## config.mk

```make
export PLATFORM = sky130hd
export DESIGN_NAME = vmul_tc_sequencer
export DESIGN_NICKNAME = d
export VERILOG_FILES = /design/src/rtl/vmul_tc_sequencer.sv
export SDC_FILE = /design/constraint.sdc
export NUM_CORES = 1
export LEC_CHECK = 0
export ABC_AREA = 0
export CAP_MARGIN = 20
export CORE_ASPECT_RATIO = 1.1
export CORE_MARGIN = 8
export CORE_UTILIZATION = 47
export DETAILED_ROUTE_END_ITERATION = 7
export PLACE_DENSITY = 0.77
export REMOVE_ABC_BUFFERS = 1
export SLEW_MARGIN = 20
export SYNTH_ARGS = -nofsm -noshare
export SYNTH_HDL_FRONTEND = slang
export SYNTH_SLANG_ARGS = --single-unit
```

## constraint.sdc

```tcl
create_clock -name clk -period 6.5 [get_ports clk]
set_clock_uncertainty 0.1 [all_clocks]
set_input_delay 1.3 -clock clk [delete_from_list [all_inputs] [get_ports clk]]
set_output_delay 1.3 -clock clk [all_outputs]
set_load 0.02 [all_outputs]
```

## src/rtl/vmul_tc_sequencer.sv

```systemverilog
// vmul_tc_sequencer: shares one lane-wise two's-complement unit across operand A, operand B
// and both product halves around an unsigned vector Vedic multiplier.
module vmul_tc_sequencer #(
  parameter int WIDTH       = 8,
  parameter int MUL_TIMEOUT = 64
) (
  input  logic                 clk,
  input  logic                 rst,
  input  logic                 in_valid,
  output logic                 in_ready,
  input  logic [1:0]           opcode,
  input  logic [1:0]           precision,
  input  logic [4*WIDTH-1:0]   operand_a,
  input  logic [4*WIDTH-1:0]   operand_b,
  output logic [1:0]           tc_precision,
  output logic [4*WIDTH-1:0]   tc_operand,
  input  logic [4*WIDTH-1:0]   tc_result,
  output logic                 mul_start,
  output logic [4*WIDTH-1:0]   mul_a,
  output logic [4*WIDTH-1:0]   mul_b,
  input  logic                 mul_done,
  input  logic [8*WIDTH-1:0]   mul_product,
  output logic                 out_valid,
  input  logic                 out_ready,
  output logic [4*WIDTH-1:0]   result,
  output logic                 err,
  output logic                 busy
);
  localparam int N  = 4 * WIDTH;
  localparam int NB = N / 8;
  localparam int CW = $clog2(MUL_TIMEOUT + 1);
  localparam logic [CW-1:0] TMO = CW'(MUL_TIMEOUT);
  typedef enum logic [2:0] {IDLE, TC_A, TC_B, MUL_START, MUL_WAIT, TC_LO, TC_HI, DONE} state_t;
  state_t         r_state;
  logic [1:0]     r_op, r_prec, r_tc_prec;
  logic [N-1:0]   r_a, r_b, r_lo, r_mul_a, r_mul_b, r_tc_op, r_result;
  logic [2*N-1:0] r_prod;
  logic [NB-1:0]  r_sa, r_sb, r_neg;
  logic [CW-1:0]  r_cnt;
  logic           r_mul_start, r_err;
  logic [1:0]     w_prec, w_pprec;
  logic [NB-1:0]  w_sa, w_sb;
  logic [N-1:0]   w_ma, w_mb, w_lo, w_hi, w_r8, w_r16, w_r32, w_res;
  logic [2*N-1:0] w_s;
  logic           w_lo_zero;
  assign w_prec    = precision == 2'b11 ? 2'b00 : precision;
  assign w_pprec   = r_prec == 2'b00 ? 2'b01 : 2'b10;
  assign w_lo_zero = r_prod[N-1:0] == '0;
  assign w_s       = {w_hi, r_lo};
  assign w_res     = r_prec == 2'b10 ? w_r32 : r_prec == 2'b01 ? w_r16 : w_r8;
  // Sign/neg flags are kept per byte, replicated across every byte of a lane
  always_comb begin
    w_sa = '0;
    w_sb = '0;
    for (int j = 0; j < NB; j++) begin
      w_sa[j] = opcode != 2'b10 && (w_prec == 2'b10 ? operand_a[8*(j|3)+7] :
                                    w_prec == 2'b01 ? operand_a[8*(j|1)+7] : operand_a[8*j+7]);
      w_sb[j] = !opcode[1] && (w_prec == 2'b10 ? operand_b[8*(j|3)+7] :
                               w_prec == 2'b01 ? operand_b[8*(j|1)+7] : operand_b[8*j+7]);
    end
  end
  // Product byte g belongs to the operand lane that holds byte g/2
  always_comb begin
    w_ma = '0;
    w_mb = '0;
    w_lo = '0;
    w_hi = '0;
    for (int j = 0; j < NB; j++) begin
      w_ma[8*j +: 8] = r_sa[j] ? tc_result[8*j +: 8] : r_a[8*j +: 8];
      w_mb[8*j +: 8] = r_sb[j] ? tc_result[8*j +: 8] : r_b[8*j +: 8];
      w_lo[8*j +: 8] = r_neg[j/2] ? tc_result[8*j +: 8] : r_prod[8*j +: 8];
      w_hi[8*j +: 8] = !r_neg[(j+NB)/2] ? r_prod[N+8*j +: 8] :
                       r_prec == 2'b10 && !w_lo_zero ? ~r_prod[N+8*j +: 8] : tc_result[8*j +: 8];
    end
  end
  always_comb begin
    w_r8  = '0;
    w_r16 = '0;
    w_r32 = '0;
    for (int i = 0; i < N/8; i++)
      w_r8[8*i +: 8] = r_op != 2'b00 ? w_s[16*i+8 +: 8] : w_s[16*i +: 8];
    for (int i = 0; i < N/16; i++)
      w_r16[16*i +: 16] = r_op != 2'b00 ? w_s[32*i+16 +: 16] : w_s[32*i +: 16];
    for (int i = 0; i < N/32; i++)
      w_r32[32*i +: 32] = r_op != 2'b00 ? w_s[64*i+32 +: 32] : w_s[64*i +: 32];
  end
  always_ff @(posedge clk) begin
    if (rst) begin
      r_state     <= IDLE;
      r_mul_start <= 1'b0;
      r_err       <= 1'b0;
      r_result    <= '0;
      r_mul_a     <= '0;
      r_mul_b     <= '0;
      r_tc_op     <= '0;
      r_tc_prec   <= '0;
      r_cnt       <= '0;
    end else begin
      r_mul_start <= 1'b0;
      case (r_state)
        IDLE: if (in_valid) begin
          r_op      <= opcode;
          r_prec    <= w_prec;
          r_a       <= operand_a;
          r_b       <= operand_b;
          r_sa      <= w_sa;
          r_sb      <= w_sb;
          r_neg     <= w_sa ^ w_sb;
          r_tc_op   <= operand_a;
          r_tc_prec <= w_prec;
          r_state   <= TC_A;
        end
        TC_A: begin
          r_mul_a <= w_ma;
          r_tc_op <= r_b;
          r_state <= TC_B;
        end
        TC_B: begin
          r_mul_b     <= w_mb;
          r_mul_start <= 1'b1;
          r_state     <= MUL_START;
        end
        MUL_START: begin
          r_cnt   <= '0;
          r_state <= MUL_WAIT;
        end
        MUL_WAIT: if (mul_done) begin
          r_prod    <= mul_product;
          r_tc_op   <= mul_product[N-1:0];
          r_tc_prec <= w_pprec;
          r_state   <= TC_LO;
        end else if (r_cnt == TMO) begin
          r_result <= '0;
          r_err    <= 1'b1;
          r_state  <= DONE;
        end else begin
          r_cnt <= r_cnt + 1'b1;
        end
        TC_LO: begin
          r_lo    <= w_lo;
          r_tc_op <= r_prod[2*N-1:N];
          r_state <= TC_HI;
        end
        TC_HI: begin
          r_result <= w_res;
          r_err    <= 1'b0;
          r_state  <= DONE;
        end
        DONE: if (out_ready) r_state <= IDLE;
        default: r_state <= IDLE;
      endcase
    end
  end
  assign in_ready     = r_state == IDLE && !rst;
  assign busy         = r_state != IDLE;
  assign out_valid    = r_state == DONE;
  assign mul_start    = r_mul_start;
  assign mul_a        = r_mul_a;
  assign mul_b        = r_mul_b;
  assign tc_operand   = r_tc_op;
  assign tc_precision = r_tc_prec;
  assign result       = r_result;
  assign err          = r_err;
endmodule
```

## Word-level counts from Yosys, hierarchy flattened

Cells that the tools add are included.

| cells by class | value |
|---|---|
| add/sub/neg operators | 1 |
| bitwise operators | 6 |
| mux-type cells | 62 |
| eq/ne operators | 21 |
| reductions and logical operators | 30 |

Operators with widths:

| cell | count |
|---|---|
| $mux 32 | 7 |
| $mux 8 | 24 |
| $pmux 32 s4 | 1 |
| $pmux 32 s2 | 1 |
| $logic_not 32->1 | 1 |
| $mux 16 | 2 |
| $not 8->8 | 4 |
| $pmux 3 s8 | 1 |
| $reduce_and 3->1 | 7 |
| $mux 7 | 2 |
| $pmux 7 s2 | 1 |
| $mux 1 | 13 |
| $eq 3x3->1 const B | 4 |
| $mux 3 | 4 |
| $ne 2x2->1 const B | 6 |
| $logic_and 1x1->1 | 10 |
| $mux 2 | 4 |
| $reduce_bool 2->1 | 4 |
| $add 7x1->7 const B | 1 |
| $eq 7x7->1 const B | 1 |
| $eq 2x2->1 const B | 3 |
| $eq 3x2->1 const B | 2 |
| $eq 2x1->1 const B | 2 |
| $pmux 2 s2 | 1 |
| other kinds (12) | 14 |

| storage, ports and cells | value |
|---|---|
| register bits | 318 |

## Logic depth before layout (Yosys ltp)

| depth | value |
|---|---|
| depth after elaboration | 9 |
| gate-level depth with buffers | 10 |
| depth with buffers taken out | 8 |

## Worst setup path before layout

OpenSTA, ideal clock, no wires.

| path | value |
|---|---|
| kind | in2reg |
| from | input rst |
| to | register r_prod[0] (enable) |
| data arrival time | 6.304 ns |
| slack | -0.469 ns |
| required time | 5.835 ns |
| cell stages on the path | 4 |
| buffers on the path | 3 |
| path through | clkbuf_1 clkbuf_1 clkbuf_1 nor3_1 |

| between the ends | value |
|---|---|
| word-level cells in the longest chain between the ends | 2 |

RTL lines:

| element | line | source |
|---|---|---|
| start, declared | 8 | `input logic rst,` |
| $not 1->1 (no source line) | -- |  |
| $reduce_and 3->1 (no source line) | -- |  |
| end signal, assigned | 128 | `r_prod <= mul_product;` |
| end, declared | 37 | `logic [2*N-1:0] r_prod;` |

No other way between the ends.
A chain may end at the register's enable or synchronous reset.

## Worst setup path after layout

| path | value |
|---|---|
| from | input rst |
| to | output in_ready |

| between the ends | value |
|---|---|
| word-level cells in the longest chain between the ends | 2 |

RTL lines:

| element | line | source |
|---|---|---|
| $logic_not 1->1 | 154 | `assign in_ready = r_state == IDLE && !rst;` |
| $logic_and 1x1->1 | 154 |  |
| end, declared | 10 | `output logic in_ready,` |

No other way between the ends.

==> out/results.ini <==
[hold_path]
hold_start=tc_operand[19]
min_path_cells=2
hp-class=reg2reg
hold_end=tc_operand[19]

[sta]
max_freq_ghz=0.247
worstMarginPinSlew_ns=1.15
finalMaxSlewViolations=0
holdWs_ns=0.351
fin_crit_sh_pct=62.2
rsz0062_at_grt=no
hold_viol=0
setup_viol=0
fin_crit_ns=4.04
slew-limit-headroom_pct=23.1

[clocking]
cts_root_buffer=clkbuf_16
cts.repair.resized=0
cts_inserted_buffers=34
clk_pin_slew_worst_paths_ns=0.06
holdBufCountCts=0
htree_levels=2
clk_latency_ns=0.52
ctsLongestPathBuffers=3
cts_setup_buffers=0
cts_tree=done
cts_sinks=318

[detailed_routing]
antenna_left=0
wirelength_mm=52.4
drtIter0Drc=1122
vias_per_cell=6.11
drt_pass1_iterations=6
wl_per_cell_um=25.2
drc_errors=0
via_count=12700

[die]
die_w_um=186
initial_core_util_pct=47.6
core_um2=31300
die_y_um=203
die_area_um2=37700
core.rowCount=68
io_pins=304

[final_layout]
fin_area_um2=19300
nets=1801
layout_common_cells=clkdlybuf4s50_1 (302), edfxtp_1 (176), nor2_1 (139), dfxtp_1 (139), mux2i_1 (117)
drive_above_1_share_pct=9.24
areaGrowthSynthToFinish_pct=29.3
final_common_cell=clkdlybuf4s50_1

[placement]
io_buffers=303
place_congestion=0.942
placed_area_um2=18200
hpwl_mm=37.0

[global_routing]
grt_pass1_wl_mm=77.6
antenna_found_initial=1
grt_pass1_vias=12600
grtUsageTotal_pct=26.8
grt-ovfl-total=0
grt_max_degree=65

[worst_setup_path]
crit-reg2reg-launch=r_prod[8]
worstPathArrival_ns=2.64
path_class=in2out
r2r-end=result[26]
rr_worst_depth=6
r2r_slack_ns=2.78
slowest_delay_ns=0.58
cp_slowest_cell=clkdlybuf4s50_1
worstSetupStartpointType=input pin
cp_cell_sequence=buf_4, nor2_1, clkdlybuf4s50_1
path_max_fanout=64
cp_data_required_time_ns=5.10
end_kind=output pin

[logic_synthesis]
syn_inst=1386
synth-edff-count=176
yosys_warnings=0
async_flop_share_pct=0
ys_ff_latch=318
ys_types=68
syn_area_per_cell_um2=10.8
synth-seq-area-share_pct=54.5
ys_dominant_reg_cell=edfxtp_1
synthesis.area_um2=14900

[run]
drv_cap=0

[power_and_ir_drop]
peakVddDrop_mv=0.175
leakagePower_nw=6.67
finalPower_mw=5.22
powerDensity_nw_per_um2=271

[outcome]
status=finished, final reports clean

[stage by stage]
stage	instances	worst slack [ns]	TNS (ns)	util, %
3_5_place_dp	2014	2.46	0	58.1
2_1_floorplan	1270	-0.105	-6.73	-
4_1_cts	2075	2.47	0	61.5
3_3_place_gp	2014	2.46	0	58.1
6_report	2076	2.46	0	61.5
5_1_grt	2075	2.40	0	61.5
[worst max path at each step]
| stage | start | to | slack (ns) |
|---|---|---|---|
| finish | rst | in_ready | 2.46 |
| global route | rst | in_ready | 2.40 |
| CTS | rst | in_ready | 2.47 |
| detailed placement | mul_done | result[5] | 2.46 |
| global placement | rst | in_ready | 2.46 |
| floorplan | r_state[0] | r_prod[0] | -0.11 |
[synth_stat cells (4+ instances only)]
cell,count,area [µm²]
mux2i_1,117,1170
a222oi_1,4,40.0
o311ai_0,4,35.0
a221o_1,5,50.1
or3_1,6,37.5
xor2_1,7,61.3
a21oi_1,93,465
inv_1,23,86.3
dfxtp_1,142,2840
nand2_1,106,398
nand4_1,5,31.3
o21bai_1,4,30.0
o21ai_0,52,260
and2_1,5,31.3
buf_2,11,55.1
a32oi_1,5,43.8
nor2b_1,18,113
o22ai_1,12,75.1
mux2_2,49,552
edfxtp_1,176,5290
and3_1,8,50.1
nand2b_1,25,156
o211ai_1,11,82.6
a22oi_1,8,60.1
a31oi_1,9,56.3
buf_1,18,67.6
nor3b_1,10,75.1
o221ai_1,36,315
nand3_1,14,70.1
nor3_1,14,70.1
a311oi_1,7,61.3
a211oi_1,78,586
nor2_1,142,533
nor4_2,6,75.1
o31ai_1,8,60.1
o2111ai_1,5,43.8
a32o_1,8,80.1
o31a_1,5,43.8
clkbuf_1,84,315
[area by class of cell]
cell class,count,area (µm²)
Tap cell,420,526
Fill cell,2607,12000
Timing Repair Buffer,324,3190
Antenna cell,1,2.50
Clock buffer,47,941
Inverter,23,86.3
Clock inverter,14,133
Multi-Input combinational cell,929,6260
Sequential cell,318,8130
[per-layer routing]
metal	part of all wire, %	track usage [%]
met5	0	0
met4	4.0	10.5
met3	8.5	5.76
met2	48	44.3
met1	39	33.8
[sequential cells by signal (all words and copies together) (netlist names)]
name and flops:
r_b 32, tc_operand 32, r_a 32, result 32
mul_b 32, r_op 2, r_sb 4, r_cnt 7
r_prec 2, tc_precision 2, r_sa 4, mul_start 1
err 1, r_prod 64, r_state 3, r_neg 4
r_lo 32, mul_a 32
[worst max-delay path, delay by kind of cell]
kind	cells	cell delay, ns
buf+inv	2	1.13
simple gates	1	0.14
[kinds of logic (layout without fill, tap and decap cells)]
| group | after synthesis | count (layout) | synth area share (%) |
|---|---|---|---|
| and+or+nand+nor | 378 | 378 | 12.2 |
| AOI/OAI and AO/OA | 375 | 375 | 17.3 |
| DFF | 318 | 318 | 54.5 |
| muxes | 166 | 166 | 11.6 |
| buffers and inverters | 139 | 408 | 3.72 |
| xor gates and xnor gates | 8 | 8 | 0.470 |
| adders and majority gates | 2 | 2 | 0.168 |
| other | 0 | 1 | 0 |
[report_power, final]
part | leakage [nW] | switching [mW] | internal, mW
clock network | 0.523 | 0.801 | 1.10
registers | 2.77 | 0.0908 | 2.25
logic | 3.38 | 0.555 | 0.425
No activity file was read; power rests on OpenSTA's default activity.
==> RTL change 1, RTL diff (same settings) <==
One comparison of `r_cnt` changes from == to >=.
--- a/src/rtl/vmul_tc_sequencer.sv
+++ b/src/rtl/vmul_tc_sequencer.sv
@@ -130,5 +130,5 @@
           r_tc_prec <= w_pprec;
           r_state   <= TC_LO;
-        end else if (r_cnt == TMO) begin
+        end else if (r_cnt >= TMO) begin
           r_result <= '0;
           r_err    <= 1'b1;
Behaviour: no difference found for any inputs over 4 cycles, from zero or initial values and one cycle with rst high; that may be too few to reach the edited logic, so the function may still have changed.
==> RTL change 1 against the original RTL <==
Power increased by 2.6%; critical endpoint unchanged; maximum frequency increased by 1.6%; final area increased by 0.82%; register-to-register slack improved by 0.21 ns; utilization increased by 0.50 points; largest power group unchanged; setup slack improved by 0.064 ns; area after synthesis increased by 0.24%; wire length increased by 3.6%; sequential cell count unchanged; via count increased by 3.5%; critical path depth unchanged.
==> RTL change 1: results <==
export IMPL_worst_pin_slew_ns=1.16
export IMPL_synthCells=1430
export IMPL_synth_area_top_cells="edfxtp_1, dfxtp_1, mux2i_1, nor2_1, a211oi_1"
export IMPL_hpwl_mm=38.0
export IMPL_drt_pass1_iterations=8
export IMPL_grt_pass1_wl_mm=80.6
export IMPL_comb_power_mw=0.983
export IMPL_seq_area_frac_synth_pct=54.4
export IMPL_critPathArrivalTime_ns=2.58
export IMPL_inverters=18
export IMPL_dp_cells=2058
export IMPL_finish_utilization_pct=62.0
export IMPL_bufAreaShareNonClock_pct=16.5
export IMPL_synth_xor_area_share_pct=0.410
export IMPL_outcome="finished clean"
export IMPL_place_area_um2=18200
export IMPL_synthAdderAreaFrac_pct=0.0838
export IMPL_fillers=2608
export IMPL_p_leak_nw=6.64
export IMPL_synthTopCellsByCount="edfxtp_1, nor2_1, dfxtp_1"
export IMPL_nNetsFinal=1845
export IMPL_place_congestion=0.962
export IMPL_ys_types=65
export IMPL_finalWirelength_mm=54.3
export IMPL_grt_total_usage_pct=27.9
export IMPL_grt_pass1_vias=13100
export IMPL_drive_gt1_share_pct=8.34
export IMPL_switchingPower_mw=1.49
export IMPL_cts_buffers=35
export IMPL_drt_initial_drc_count=1213
export IMPL_crit_fanout=59
export IMPL_seq_share_pct=41.9
RTL change 1: metal layers:
layer  vias up  wire length [um]  GRT usage, %  part of all wire, %
met3       130              4710          5.63                  8.7
li1       5900                 -             -                    -
met1      6378             21200          34.8                   39
met2       717             26400          46.9                   49
met5         -                 0             0                    0
met4         0              1940          10.2                  3.6
RTL change 1: critical path, cell delays in order:
cell and delay (ns):
buf_4 0.53, nor2_1 0.15, clkdlybuf4s50_1 0.58
RTL change 1: worst paths after layout:
kind | slack [ns] | depth (start not counted) | to | startpoint
setup / recovery | 2.52 | 3 | in_ready | rst
hold / removal | 0.35 | 2 | tc_operand[26] | tc_operand[26]
setup reg to reg | 2.99 | 6 | result[8] | r_prod[25]
hold reg to reg | 0.35 | 2 | tc_operand[26] | tc_operand[26]
==> RTL change 2, RTL diff (same settings) <==
Made on the original files. The parameter `MUL_TIMEOUT` goes from 64 to 256.
--- a/src/rtl/vmul_tc_sequencer.sv
+++ b/src/rtl/vmul_tc_sequencer.sv
@@ -3,5 +3,5 @@
 module vmul_tc_sequencer #(
   parameter int WIDTH       = 8,
-  parameter int MUL_TIMEOUT = 64
+  parameter int MUL_TIMEOUT = 256
 ) (
   input  logic                 clk,
Function: no difference found for any inputs over 4 cycles, from zero or initial values and one cycle with rst high; that may be too few to reach the edited logic, so the function may still have changed.
==> RTL change 2 against the original RTL <==
Maximum frequency increased by 1.8%; wire length down 1.9%; power increased by 1.1%; die area grew 0.15%; via count grew 0.68%; final area grew 0.15%; setup slack gained 0.071 ns; sequential cell count rose by 2; area after synthesis rose by 0.17%; highest routed layer unchanged.
==> RTL change 2: results <==
export IMPL_rrSetupSlack_ns=3.00
export IMPL_p_leak_nw=6.73
export IMPL_wl_met2_mm=24.4
export IMPL_grt_met2_usage_pct=42.5
export IMPL_drt_initial_drc_count=1356
export IMPL_met1Wirelength_mm=19.9
export IMPL_ys_types=66
export IMPL_met3_usage_pct=7.04
export IMPL_final_cells=2093
export IMPL_worstReg2RegEnd="result[29]"
export IMPL_drt_wirelength_per_cell_um=24.5
export IMPL_vias_per_cell=6.10
export IMPL_synthTopCellsByCount="edfxtp_1, dfxtp_1, nor2_1"
export IMPL_wl_met3_mm=5.21
export IMPL_seq_area_frac_synth_pct=54.7
export IMPL_nNetsFinal=1819
export IMPL_dp_slack_ns=2.48
export IMPL_critPathArrivalTime_ns=2.57
export IMPL_grt_max_degree=80
export IMPL_synth_area_top_cells="edfxtp_1, dfxtp_1, mux2i_1, a211oi_1, a21oi_1"
export IMPL_drive_gt1_share_pct=7.95
export IMPL_final_period_utilization_pct=61.1
export IMPL_grt_pass1_wl_mm=76.2
export IMPL_timing_rr_start="r_prod[16]"
export IMPL_grt_pass1_vias=12700
export IMPL_outcome="finished clean"
export IMPL_grt_total_usage_pct=26.3
export IMPL_worst_pin_slew_ns=1.06
[RTL change 2: how the worst min path moves through the flow]
stage | from | end | slack [ns] | depth (start not counted)
after floorplan | r_lo[3] | result[3] | 0.37 | 2
after global placement | result[23] | result[23] | 0.33 | 2
after detailed placement | result[23] | result[23] | 0.33 | 2
after CTS | tc_operand[0] | tc_operand[0] | 0.35 | 2
after global routing | tc_operand[12] | tc_operand[12] | 0.36 | 2
final | tc_operand[0] | tc_operand[0] | 0.35 | 2
[RTL change 2: report_power, final]
group / leakage [nW] / total (mW) / internal (mW) / switching (mW)
registers: 2.78 / 2.36 / 2.26 / 0.0945
clock network: 0.548 / 1.94 / 1.12 / 0.822
logic: 3.40 / 0.976 / 0.423 / 0.553
[RTL change 2: cell families (layout without fill, tap and decap cells)]
logic type      count (synthesis)  count (layout)  share of synthesized area, %
buf+inv                       141             407                          3.84
simple gates                  361             361                          11.3
compound gates                416             416                          18.7
mux                           156             156                          10.8
flops                         320             320                          54.7
xor+xnor                       10              10                         0.587
other cells                     0               1                             0
fa+ha+maj                       2               2                         0.168
[RTL change 2: area by class of cell]
| class | count | area, um^2 | area share (%) |
|---|---|---|---|
| flip-flops and latches | 320 | 8170 | 42.3 |
| clock buffers | 50 | 1050 | 5.42 |
| clock inverters | 11 | 62.6 | 0.324 |
| multi-input cells | 945 | 6230 | 32.3 |
| inverters | 25 | 93.8 | 0.486 |
| diodes | 1 | 2.50 | 0.0130 |
| well taps | 420 | 526 | 2.72 |
| repair buffers | 321 | 3170 | 16.4 |
[RTL change 2: worst max-delay path, stage by stage]
cell and delay [ns]:
buf_4 0.53, nor2_1 0.14, clkdlybuf4s50_1 0.59
